File: src/rtl/fifo_sync_lookahead.sv
// Synchronous first-word-fall-through FIFO exposing the head word and the
// word behind it, with registered occupancy flags and sticky error flags.
//
// Ports:
//   clk          rising-edge clock
//   resn         asynchronous active-low reset
//   shift_in     write strobe, accepted when not full
//   data_in      write data
//   shift_out    pop strobe, accepted when not empty
//   data         head word, mem[rd_ptr]
//   data_next    word behind the head, valid when count >= 2
//   full/empty/almost_full/almost_empty  decoded from the count register
//   count        occupancy 0..DEPTH
//   overflow     sticky: write attempted while full
//   underflow    sticky: pop attempted while empty
//   clear_err    synchronous clear of overflow/underflow
module fifo_sync_lookahead #(
    parameter int WIDTH    = 8,
    parameter int DEPTH    = 16,
    parameter int AF_LEVEL = DEPTH - 2,
    parameter int AE_LEVEL = 2
) (
    input  logic                     clk,
    input  logic                     resn,
    input  logic                     shift_in,
    input  logic [WIDTH-1:0]         data_in,
    input  logic                     shift_out,
    output logic [WIDTH-1:0]         data,
    output logic [WIDTH-1:0]         data_next,
    output logic                     full,
    output logic                     empty,
    output logic                     almost_full,
    output logic                     almost_empty,
    output logic [$clog2(DEPTH):0]   count,
    output logic                     overflow,
    output logic                     underflow,
    input  logic                     clear_err
);

    localparam int AW = $clog2(DEPTH);
    localparam int CW = AW + 1;

    localparam logic [CW-1:0] CNT_FULL = CW'(DEPTH);
    localparam logic [CW-1:0] CNT_AF   = CW'(AF_LEVEL);
    localparam logic [CW-1:0] CNT_AE   = CW'(AE_LEVEL);

    logic [WIDTH-1:0] mem [DEPTH];
    logic [AW-1:0]    wr_ptr;
    logic [AW-1:0]    rd_ptr;
    logic [AW-1:0]    rd_nxt;
    logic [CW-1:0]    cnt;
    logic             wr_en;
    logic             rd_en;

    // Flags depend only on the count register, so strobes reach them
    // one edge later and never combinationally.
    assign full         = (cnt == CNT_FULL);
    assign empty        = (cnt == '0);
    assign almost_full  = (cnt >= CNT_AF);
    assign almost_empty = (cnt <= CNT_AE);
    assign count        = cnt;

    assign wr_en = shift_in  & ~full;
    assign rd_en = shift_out & ~empty;

    assign rd_nxt    = rd_ptr + AW'(1);
    assign data      = mem[rd_ptr];
    assign data_next = mem[rd_nxt];

    // Storage is intentionally not reset; pointers define validity.
    always_ff @(posedge clk) begin
        if (wr_en) begin
            mem[wr_ptr] <= data_in;
        end
    end

    always_ff @(posedge clk or negedge resn) begin
        if (!resn) begin
            wr_ptr    <= '0;
            rd_ptr    <= '0;
            cnt       <= '0;
            overflow  <= 1'b0;
            underflow <= 1'b0;
        end else begin
            if (wr_en) begin
                wr_ptr <= wr_ptr + AW'(1);
            end
            if (rd_en) begin
                rd_ptr <= rd_nxt;
            end
            unique case ({wr_en, rd_en})
                2'b10:   cnt <= cnt + CW'(1);
                2'b01:   cnt <= cnt - CW'(1);
                default: cnt <= cnt;
            endcase
            // A new error wins over a simultaneous clear.
            overflow  <= (overflow  & ~clear_err) | (shift_in  & full);
            underflow <= (underflow & ~clear_err) | (shift_out & empty);
        end
    end

endmodule

File: config.mk
export PLATFORM = sky130hd
export DESIGN_NAME = fifo_sync_lookahead
export DESIGN_NICKNAME = d
export VERILOG_FILES = /design/src/rtl/fifo_sync_lookahead.sv
export SDC_FILE = /design/constraint.sdc
export NUM_CORES = 1
export LEC_CHECK = 0
export CAP_MARGIN = 20
export CORE_UTILIZATION = 45
export DETAILED_ROUTE_END_ITERATION = 16
export HOLD_SLACK_MARGIN = 0.08
export REMOVE_ABC_BUFFERS = 1
export SLEW_MARGIN = 20
export SYNTH_ARGS = -nofsm -noshare
export SYNTH_HDL_FRONTEND = slang
export SYNTH_SLANG_ARGS = --single-unit
File: constraint.sdc
create_clock -name clk -period 3.1 [get_ports clk]
set_input_delay 0.62 -clock clk [delete_from_list [all_inputs] [get_ports clk]]
set_output_delay 0.62 -clock clk [all_outputs]
set_load 0.005 [all_outputs]
==> results.sh <==
export IMPL_power_w=0.0103
export IMPL_endpoint_kind="output port"
export IMPL_synthAdderAreaFrac_pct=1.61
export IMPL_cts_tree="yes"
export IMPL_clk_pin_slew_ps=60
export IMPL_globalplace_congestion=0.811
export IMPL_maxSlewHeadroom_pct=51.1
export IMPL_synthCells=437
export IMPL_cap_violations=0
export IMPL_postRouteAntennaNets=0
export IMPL_final_common_cell="edfxtp_1"
export IMPL_r2r_setup_slack_ps=380
export IMPL_core_um2=15200
export IMPL_insertedDiodeCount=0
export IMPL_grt_pass1_wl_um=27400
export IMPL_antenna_found_initial=0
export IMPL_routed_wl_um=18400
export IMPL_dp_hpwl_um=10700
export IMPL_power_density_nw_per_um2=1150
export IMPL_reg2reg_to="count[4]"
export IMPL_slew_viol_final=0
export IMPL_dieWidth_um=127
export IMPL_wl_per_cell_um=24.8
export IMPL_hp_class="reg -> reg"
export IMPL_p_sw_share_pct=34.7
export IMPL_synth_cell_types=38
export IMPL_synth_xor_area_share_pct=1.88
export IMPL_grt_usage_pct=24.2
export IMPL_initialDrtViolationCount=508
export IMPL_cp_data_arrival_time_ps=2440
export IMPL_grt_setup_unrepaired="true"
export IMPL_finalHoldViolCount=0
export IMPL_start_util_pct=46.0
export IMPL_synthSimpleGateAreaFrac_pct=7.72
export IMPL_routed_via_count=4479
export IMPL_drive_gt1_share_pct=30.9
export IMPL_finalSetupTns_ps=0
export IMPL_synth_edff_count=128
export IMPL_power_frac_seq_pct=25.6
export IMPL_p_switching_w=0.00356
export IMPL_crit_type="reg -> out"
export IMPL_clk_latency_ps=420
export IMPL_drc=0
export IMPL_max_clock_path_buffers=2
export IMPL_portBuffers=39
export IMPL_dieHeight_um=127
export IMPL_place_inst=674
export IMPL_ys_flop_type="edfxtp_1"
export IMPL_grt_max_degree=55
export IMPL_clockPowerShare_pct=20.6
export IMPL_crit_path_end="data[4]"
export IMPL_worstPathMaxFanout=7
export IMPL_cts_sinks=143
export IMPL_cts_hold_buffers=0
export IMPL_post_route_util_pct=58.5
export IMPL_synth_compound_area_share_pct=4.49
export IMPL_drt_vias_per_instance=6.04
export IMPL_fmax_ghz=0.326
export IMPL_max_vdd_ir_drop_uv=663
export IMPL_synth_area_per_cell_um2=16.0
export IMPL_yosysSeqAreaShare_pct=60.4
export IMPL_fin_area_um2=8890
export IMPL_htreeDepth=4
export IMPL_ys_warn_count=0
export IMPL_ys_ff_latch=143
export IMPL_period_share_pct=98.8
export IMPL_combinationalPowerShare_pct=53.7
export IMPL_num_nets_final=563
export IMPL_crit_required_ps=2480
export IMPL_die_area_um2=16000
export IMPL_status="completed"
export IMPL_row_count=45
export IMPL_synth_mux_area_share_pct=21.1
export IMPL_dr_pass1_iters=5
export IMPL_startpoint="rd_ptr[1]"
export IMPL_hold_start="overflow"
export IMPL_final_cell_mix="128 x edfxtp_1, 74 x nand2_1, 50 x buf_4"
export IMPL_area_growth_pct=27.3
export IMPL_clock_skew_ps=8.07
export IMPL_cts_root_buffer="clkbuf_16"
export IMPL_setup_viol=0
export IMPL_synth_area_um2=6990
export IMPL_cts_made_buffers=17
export IMPL_ioPinCount=40
export IMPL_place_area_um2=7830
export IMPL_leakagePower_nw=3.28
export IMPL_r2r_start="count[1]"
export IMPL_fin_cells=742
export IMPL_synth_top_family_by_area="multiplexers"
export IMPL_fin_crit_ps=3060
export IMPL_start_kind="flip-flop"
export IMPL_grt_pass1_vias=4544
export IMPL_async_reset_ff_share_pct=10.5
export IMPL_rr_worst_depth=11
export IMPL_grt_ovfl_total=0
export IMPL_intPower_w=0.00670
export IMPL_worstMarginPinSlew_ps=732
==> power groups by stage <==
stage / clock network [W] / registers, W / logic, W
2_1_floorplan: 0 / 0.00276 / 0.00233
3_3_place_gp: 0 / 0.00262 / 0.00443
3_5_place_dp: 0 / 0.00263 / 0.00446
4_1_cts: 0.00214 / 0.00261 / 0.00518
5_1_grt: 0.00223 / 0.00266 / 0.00583
6_report: 0.00212 / 0.00263 / 0.00551
==> per-layer routing <==
metal / GRT usage (%) / wire (um)
met3: 6.54 / 1450
met2: 38.5 / 9000
met4: 8.93 / 421
met5: 0 / 0
met1: 32.2 / 7550
==> what timing repair did <==
item                       4_1_cts  5_1_grt
gates cloned                     5        1
setup buffers                   17       17
pin swaps                        1        8
setup endpoints to repair       16       13
resized for setup               68       26
==> worst max-delay path, cell delays in order, from the launching register on <==
cell     delay [ps]
dfrtp_2         440
buf_6           140
buf_6           110
buf_12          140
buf_12          120
mux4_2          400
mux4_2          520
buf_2           150
==> registers in the layout, indices dropped and copies added (netlist names) <==
register / flops
underflow: 1
mem: 128
rd_ptr: 4
overflow: 1
wr_ptr: 4
count: 5
==> through the flow <==
stage	hold slack, ps	setup slack, ps
after floorplan	324	-1700
after global placement	503	47.7
after detailed placement	497	26.3
after CTS	510	-124
after global routing	533	-9.33
final	505	36.8
==> kinds of logic after synthesis <==
family / count (synthesis)
flops: 143
xor+xnor: 15
compound gates: 41
buf+inv: 37
fa+ha+maj: 9
simple gates: 127
mux: 65
==> final cells by class <==
class | instances | area, um^2
Fill cell | 1148 | 6310
Sequential cell | 143 | 4220
Multi-Input combinational cell | 257 | 2590
Timing Repair Buffer | 115 | 1200
Clock buffer | 17 | 425
Tap cell | 188 | 235
Clock inverter | 15 | 193
Inverter | 7 | 26.3
==> cell usage after synthesis (all sizes together), types with 2 or more instances <==
| library cell | instances | area, um^2 |
|---|---|---|
| dfrtp | 15 | 375 |
| inv | 7 | 26.3 |
| nor2b | 3 | 18.8 |
| nor2 | 17 | 63.8 |
| o21ai | 4 | 20.0 |
| mux2i | 8 | 80.1 |
| nand2b | 3 | 18.8 |
| ha | 9 | 113 |
| xnor2 | 9 | 78.8 |
| edfxtp | 128 | 3840 |
| mux4 | 56 | 1380 |
| a22o | 2 | 17.5 |
| a21oi | 11 | 55.1 |
| clkbuf | 11 | 41.3 |
| nand2 | 75 | 282 |
| a41o | 8 | 80.1 |
| buf | 19 | 133 |
| nand3 | 18 | 90.1 |
| and2 | 4 | 25.0 |
| xor2 | 6 | 52.6 |
| a32oi | 9 | 78.8 |
| nor3 | 4 | 20.0 |
==> worst min path at each step <==
stage | to | slack (ps) | cells after the start
global placement | underflow | 500 | 1
CTS | overflow | 510 | 1
global route | overflow | 530 | 1
detailed placement | overflow | 500 | 1
finish | overflow | 500 | 1
floorplan | count[0] | 320 | 0
Note: power is estimated with default switching activity, not from simulation.
